<file path="src/rtl/serial_bit_tx.sv">
// serial_bit_tx: parallel-to-serial line transmitter.
// Each accepted WIDTH-bit word is sent as a start bit (0), the data bits
// LSB first, and a stop bit (1). Every bit lasts CLKS_PER_BIT clocks, and
// the line idles high.
// Optional feature: define SERIAL_BIT_TX_PARITY_EN to insert an even-parity
// bit between the last data bit and the stop bit.
// All outputs come straight from flops. Each output register is loaded from
// the value the state will hold next, so nothing lags the state by a cycle.
module serial_bit_tx #(
  parameter int WIDTH        = 8,
  parameter int CLKS_PER_BIT = 4
) (
  input  logic             clk,
  input  logic             rst_n,
  input  logic [WIDTH-1:0] in_data,
  input  logic             in_valid,
  output logic             in_ready,
  output logic             tx_out,
  output logic             busy,
  output logic             done
);

  localparam int IDX_W = (WIDTH > 1) ? $clog2(WIDTH) : 1;
  localparam int CNT_W = (CLKS_PER_BIT > 1) ? $clog2(CLKS_PER_BIT) : 1;
  localparam logic [CNT_W-1:0] CNT_LAST = CNT_W'(CLKS_PER_BIT - 1);
  localparam logic [IDX_W-1:0] IDX_LAST = IDX_W'(WIDTH - 1);

  localparam logic [2:0] IDLE   = 3'd0;
  localparam logic [2:0] START  = 3'd1;
  localparam logic [2:0] DATA   = 3'd2;
  localparam logic [2:0] PARITY = 3'd3;
  localparam logic [2:0] STOP   = 3'd4;

  logic [2:0]       state_reg, state_next;
  logic [CNT_W-1:0] cnt_reg, cnt_next;
  logic [IDX_W-1:0] idx_reg, idx_next;
  logic [WIDTH-1:0] shift_reg, shift_next;
  logic             tx_reg, tx_next;
  logic             ready_reg, ready_next;
  logic             busy_reg, busy_next;
  logic             done_reg, done_next;
  logic             bit_end;
`ifdef SERIAL_BIT_TX_PARITY_EN
  logic             par_reg, par_next;
`endif

  assign bit_end  = (cnt_reg == CNT_LAST);
  assign in_ready = ready_reg;
  assign tx_out   = tx_reg;
  assign busy     = busy_reg;
  assign done     = done_reg;

  // Next-state, baud counter, bit index and shift register sequencing
  always_comb begin
    state_next = state_reg;
    cnt_next   = cnt_reg;
    idx_next   = idx_reg;
    shift_next = shift_reg;
`ifdef SERIAL_BIT_TX_PARITY_EN
    par_next   = par_reg;
`endif
    case (state_reg)
      IDLE: begin
        if (in_valid && ready_reg) begin
          state_next = START;
          cnt_next   = '0;
          shift_next = in_data;
`ifdef SERIAL_BIT_TX_PARITY_EN
          par_next   = ^in_data;
`endif
        end
      end
      START: begin
        if (bit_end) begin
          state_next = DATA;
          cnt_next   = '0;
          idx_next   = '0;
        end else begin
          cnt_next = cnt_reg + CNT_W'(1);
        end
      end
      DATA: begin
        if (bit_end) begin
          cnt_next   = '0;
          shift_next = shift_reg >> 1;
          if (idx_reg == IDX_LAST) begin
`ifdef SERIAL_BIT_TX_PARITY_EN
            state_next = PARITY;
`else
            state_next = STOP;
`endif
          end else begin
            idx_next = idx_reg + IDX_W'(1);
          end
        end else begin
          cnt_next = cnt_reg + CNT_W'(1);
        end
      end
`ifdef SERIAL_BIT_TX_PARITY_EN
      PARITY: begin
        if (bit_end) begin
          state_next = STOP;
          cnt_next   = '0;
        end else begin
          cnt_next = cnt_reg + CNT_W'(1);
        end
      end
`endif
      STOP: begin
        if (bit_end) begin
          state_next = IDLE;
          cnt_next   = '0;
        end else begin
          cnt_next = cnt_reg + CNT_W'(1);
        end
      end
      default: begin
        state_next = IDLE;
        cnt_next   = '0;
      end
    endcase
  end

  // Output values derived from the upcoming state so that they are registered
  always_comb begin
    case (state_next)
      START:   tx_next = 1'b0;
      DATA:    tx_next = shift_next[0];
`ifdef SERIAL_BIT_TX_PARITY_EN
      PARITY:  tx_next = par_next;
`endif
      default: tx_next = 1'b1;
    endcase
    ready_next = (state_next == IDLE);
    busy_next  = (state_next != IDLE);
    done_next  = (state_next == STOP) && (cnt_next == CNT_LAST);
  end

  // State and output registers; reset aborts any frame and idles the line
  always_ff @(posedge clk or negedge rst_n) begin
    if (!rst_n) begin
      state_reg <= IDLE;
      cnt_reg   <= '0;
      idx_reg   <= '0;
      shift_reg <= '0;
      tx_reg    <= 1'b1;
      ready_reg <= 1'b1;
      busy_reg  <= 1'b0;
      done_reg  <= 1'b0;
`ifdef SERIAL_BIT_TX_PARITY_EN
      par_reg   <= 1'b0;
`endif
    end else begin
      state_reg <= state_next;
      cnt_reg   <= cnt_next;
      idx_reg   <= idx_next;
      shift_reg <= shift_next;
      tx_reg    <= tx_next;
      ready_reg <= ready_next;
      busy_reg  <= busy_next;
      done_reg  <= done_next;
`ifdef SERIAL_BIT_TX_PARITY_EN
      par_reg   <= par_next;
`endif
    end
  end

endmodule

</file>
<file path="config.mk">
export PLATFORM = sky130hd
export DESIGN_NAME = serial_bit_tx
export DESIGN_NICKNAME = d
export VERILOG_FILES = /design/src/rtl/serial_bit_tx.sv
export SDC_FILE = /design/constraint.sdc
export NUM_CORES = 1
export LEC_CHECK = 0
export ABC_AREA = 1
export ABC_CLOCK_PERIOD_IN_PS = 1900
export CAP_MARGIN = 20
export CORE_MARGIN = 5
export CORE_UTILIZATION = 40
export DETAILED_ROUTE_END_ITERATION = 10
export PLACE_DENSITY = 0.65
export RECOVER_POWER = 25
export SLEW_MARGIN = 20
export SYNTH_ARGS = -nofsm -noshare
export SYNTH_HDL_FRONTEND = slang
export SYNTH_SLANG_ARGS = --single-unit
</file>
<file path="constraint.sdc">
create_clock -name clk -period 1.9 [get_ports clk]
set_input_delay 0.38 -clock clk [delete_from_list [all_inputs] [get_ports clk]]
set_output_delay 0.38 -clock clk [all_outputs]
set_load 0.1 [all_outputs]
</file>
==> results.json, run 1 <==
{
  "yosys.area.top_type": "dfrtp_1",
  "syn_to_final_growth_pct": 22.6,
  "drt_wl_total_mm": 1.82,
  "coreArea_mm2": 0.00228,
  "cap_viol_max_count": 0,
  "holdBufCountCts": 0,
  "gp_congestion": 0.800,
  "die_h_um": 59.4,
  "grt_pass1_wl_mm": 3.52,
  "p_total_mw": 2.01,
  "yosysTopAreaCellShare": 0.462,
  "ir_drop_mv": 1.04,
  "async_flop_share": 1.00,
  "port_buffers": 14,
  "rsz0062_at_grt": "false",
  "synthSimpleGateAreaFrac": 0.360,
  "relSlewSlack": 0.298,
  "powerDensity_mw_per_mm2": 1680,
  "critical_path.top_delay_family": "flip-flops",
  "cp_num_buf_inv": 1,
  "fin_crit_ps": 1430,
  "first_pass_iters": 4,
  "syn_avg_cell_area_um2": 8.49,
  "syn-num-nets": 129,
  "end_kind": "output port",
  "path_cells": "buf_12",
  "final-hold-violation-count": 0,
  "initial_core_util": 0.429,
  "insertion_delay_ps": 300,
  "fillers": 227,
  "post-dp-hpwl_mm": 1.43,
  "finalSetupViolCount": 0,
  "wl_per_cell_um": 11.2,
  "worst_pin_slew_ps": 1050,
  "skew_ps": 3.92,
  "antenna_found_initial": 0,
  "synth_compound_area_frac": 0.0474,
  "crit_arrival_ps": 1050,
  "synth_ff_type": "dfrtp_1",
  "htreeDepth": 1,
  "p_leak_nw": 0.578,
  "vias_per_cell": 4.77,
  "yosysUniqueCellTypes": 18,
  "synth_fa_ha_area_frac": 0.0385,
  "ys_seq_area_frac": 0.515,
  "cp_slowest_stage_delay_ps": 570,
  "cts_root_buffer": "clkbuf_4",
  "ys_ff_latch": 20,
  "drc": 0,
  "track_usage": 0.132,
  "worst-setup-path-type": "register to output port",
  "drive_gt1_frac": 0.194,
  "synth_cells": 115,
  "cts_setup_buffers": 0,
  "fmax_ghz": 0.700,
  "muxShareOfSynthArea": 0,
  "cts_resized": 0,
  "rows": 17,
  "largest_reg_flops": 8,
  "cts.clk_slew.worst_paths_ps": 120,
  "cts_tree": "built",
  "dieArea_mm2": 0.00353,
  "vias": 773,
  "seqCellArea_um2": 503,
  "grt-ovfl-total": 0,
  "synth_top_family_by_area": "simple AND/OR/NAND/NOR gates",
  "synth_xor_area_frac": 0,
  "cts_buffers": 3,
  "synth_edf_count": 0,
  "finalCritPeriodShare": 0.752,
  "hold_path.class": "register to register",
  "first_global_vias": 857,
  "crit_path_top_delay_cell": "dfstp_2",
  "cts.sinks": 20,
  "required_ps": 1520,
  "die_x_um": 59.4,
  "grt_max_degree": 21,
  "start_kind": "register",
  "yosysMostFrequentCell": "nand2_1",
  "postRouteAntennaNets": 0,
  "yosys-top-cells-count": "50 x nand2_1, 18 x dfrtp_1, 11 x nand3_1",
  "multi_input_area_um2": 435,
  "drv_slew": 0,
  "status": "finished clean",
  "yosysWarnings": 0,
  "insertedDiodeCount": 0,
  "synth.area.top_cells": "dfrtp_1 46%, nand2_1 19%, nand3_1 5.6%",
  "cp_max_fo": 2,
  "pin_count": 15,
  "fin_tns_setup_ps": 0,
  "drtIter0Drc": 14,
  "nets": 149,
  "clockBufferDepth": 2,
  "synthesis.area_um2": 976
}
[layout by cell type (no fill, tap or decap), drive strengths merged]
master / n
inv: 10
buf: 4
nand3: 12
o21ai: 5
ha: 3
nand3b: 1
nor2: 9
nor3: 1
dlygate4sd3: 1
clkbuf: 5
dfstp: 2
dfrtp: 18
clkdlybuf4s50: 9
nand2: 52
a21oi: 2
[through the flow]
step	cells	util	cell area [um^2]	worst slack, ps	hold slack, ps
after global routing	162	0.526	1200	225	516
after floorplan	115	-	976	278	84.4
after global placement	158	0.516	1170	333	457
after CTS	162	0.527	1200	462	406
after detailed placement	158	0.516	1170	299	470
final	162	0.526	1200	471	493
[report_power, final]
group          internal (mW)  switching [mW]  leakage, nW
Combinational          0.352           0.687        0.318
Clock                 0.0817           0.132       0.0150
Sequential             0.628           0.130        0.245
[final cells by class]
cell class | count | area share
Sequential cell | 20 | 0.421
Multi-Input combinational cell | 85 | 0.364
Timing Repair Buffer | 15 | 0.133
Tap cell | 28 | 0.0293
Clock buffer | 4 | 0.0220
Inverter | 10 | 0.0314
[metal layers]
metal | GRT usage | part of all wire
met5 | 0 | 0
met4 | 0.0647 | 0.0099
met3 | 0.0218 | 0.030
met2 | 0.222 | 0.47
met1 | 0.161 | 0.49
[logic make-up after synthesis]
family          after synthesis
compound gates                7
simple gates                 75
fa+ha+maj                     3
flops                        20
buf+inv                      10
[path summary, 6_finish.rpt]
| path | slack (ps) | cells after the start | to | start |
|---|---|---|---|---|
| max reg2reg | 480 | 5 | busy$_DFF_PN0_ | idx_reg[0]$_DFFE_PN0P_ |
| max | 470 | 1 | in_ready | in_ready$_DFF_PN1_ |
| min in group asynchronous | 770 | 2 | shift_reg[2]$_DFFE_PN0P_ | rst_n |
| max in group asynchronous | 500 | 2 | idx_reg[2]$_DFFE_PN0P_ | rst_n |
| min | 490 | 2 | shift_reg[7]$_DFFE_PN0P_ | shift_reg[7]$_DFFE_PN0P_ |
| min reg2reg | 490 | 2 | shift_reg[7]$_DFFE_PN0P_ | shift_reg[7]$_DFFE_PN0P_ |
(Power assumes the default switching activity.)
==> inputs of run 2 (changes only) <==
Settings changed: ABC_CLOCK_PERIOD_IN_PS 1900 to 1500.
Clock period 1.9 ns to 1.5 ns, I/O delays scaled along.
==> run 2 against run 1 <==
  * Via count rose by 3.5%
  * Cell area rose by 6.4%
  * Critical path depth did not move
  * Register-to-register slack got worse by 350 ps
  * Count of clock-buffer cells in the layout fell by 1
  * Cell count rose by 1.2%
  * Highest routed layer unchanged
==> results.json, run 2 (synthesis results as in run 1) <==
{
  "wl_per_cell_um": 11.4,
  "pin_count": 15,
  "cp_num_buf_inv": 1,
  "power_switching_mw": 1.23,
  "status": "finished clean",
  "critical_path.top_delay_family": "flip-flops",
  "cap_viol_max_count": 0,
  "crit_path_top_delay_cell": "dfstp_4",
  "drv_slew": 0,
  "fillers": 193,
  "dieArea_mm2": 0.00353,
  "design_area_mm2": 0.00127,
  "grt_pass1_wl_mm": 3.39,
  "relSlewSlack": 0.672,
  "fin_tns_setup_ps": 0,
  "insertedDiodeCount": 0,
  "post-dp-hpwl_mm": 1.49,
  "insertion_delay_ps": 310,
  "cts_buffers": 3,
  "cp_max_fo": 2,
  "hold_path.class": "input pin to asynchronous set/reset pin",
  "cts_tree": "built",
  "fin_util": 0.559,
  "grt_max_degree": 21,
  "post_dp_cell_area_mm2": 0.00122,
  "path_cells": "buf_12",
  "coreArea_mm2": 0.00228,
  "worst_slack_ps": 73.4,
  "skew_ps": 9.28,
  "required_ps": 1200,
  "vias_per_cell": 4.88,
  "vias": 800,
  "die_x_um": 59.4,
  "largest_reg_flops": 8,
  "p_int_mw": 1.59,
  "gp_congestion": 0.873,
  "syn_to_final_growth_pct": 30.4,
  "antenna_found_initial": 0,
  "cts.clk_slew.worst_paths_ps": 120,
  "holdBufCountCts": 0,
  "finalSetupViolCount": 0,
  "worst_pin_slew_ps": 491,
  "cts_setup_buffers": 0,
  "cts_resized": 0,
  "seqPwrFrac": 0.348,
  "port_buffers": 14,
  "final_cell_mix": "50 x nand2_1, 18 x dfrtp_1, 11 x nand3_1",
  "p_leak_nw": 0.608,
  "fin_crit_ps": 1430,
  "final_cells": 164,
  "worst-setup-path-type": "register to output port",
  "ir_drop_mv": 1.41,
  "first_pass_iters": 5,
  "drive_gt1_frac": 0.235,
  "initial_core_util": 0.429,
  "final-hold-violation-count": 0,
  "die_h_um": 59.4,
  "rows": 17,
  "first_global_vias": 781,
  "rsz0062_at_grt": "false",
  "grt-ovfl-total": 0,
  "swShare": 0.436,
  "start_kind": "register",
  "nets": 151,
  "clockBufferDepth": 2,
  "clkPwrFrac": 0.157,
  "drt_wl_total_mm": 1.86,
  "place_ws_ps": 47.9,
  "p_comb_frac": 0.494,
  "postRouteAntennaNets": 0,
  "crit_arrival_ps": 1130,
  "cts_root_buffer": "clkbuf_4",
  "dp.cells": 160,
  "finalCritPeriodShare": 0.951,
  "fmax_ghz": 0.701,
  "drc": 0,
  "htreeDepth": 1,
  "cp_slowest_stage_delay_ps": 650,
  "cts.sinks": 20,
  "layout_commonest_cell": "nand2_1",
  "end_kind": "output port",
  "track_usage": 0.123,
  "drtIter0Drc": 18,
  "powerDensity_mw_per_mm2": 2210
}
-- run 2: area by class of cell --
class,count,area (um^2),area share
Tap cell,28,35.0,0.0275
Inverter,10,37.5,0.0295
Timing Repair Buffer,17,200,0.157
Clock inverter,1,30.0,0.0236
Clock buffer,3,22.5,0.0177
Sequential cell,20,507,0.398
Multi-Input combinational cell,85,440,0.346
-- run 2: path summary, 6_finish.rpt --
kind	to	start	cells after the start	slack (ps)
max	in_ready	in_ready$_DFF_PN1_	1	70
min	shift_reg[6]$_DFFE_PN0P_	rst_n	2	460
max reg2reg	busy$_DFF_PN0_	idx_reg[0]$_DFFE_PN0P_	5	130
min reg2reg	idx_reg[0]$_DFFE_PN0P_	idx_reg[0]$_DFFE_PN0P_	1	490
max in group asynchronous	tx_out$_DFF_PN1_	rst_n	2	690
min in group clk	idx_reg[0]$_DFFE_PN0P_	idx_reg[0]$_DFFE_PN0P_	1	490
-- run 2: power by group through the flow --
stage / sequential, mW / clock (mW) / combinational [mW]
floorplan: 1.25 / 0 / 0.703
global placement: 0.985 / 0 / 1.36
detailed placement: 0.995 / 0 / 1.39
CTS: 0.982 / 0.457 / 1.40
global route: 1.02 / 0.473 / 1.56
finish: 0.981 / 0.443 / 1.39
-- run 2: metal layers --
metal	GRT usage	vias up	share of wire
met4	0.0356	0	0.010
met5	0	-	0
met1	0.177	370	0.48
met2	0.189	22	0.48
li1	-	406	-
met3	0.0196	2	0.033
-- run 2: metrics by stage --
stage | hold slack [ps] | power [mW]
finish | 463 | 2.82
global route | 531 | 3.05
CTS | 311 | 2.84
detailed placement | 465 | 2.39
global placement | 458 | 2.35
floorplan | 4.41 | 1.96
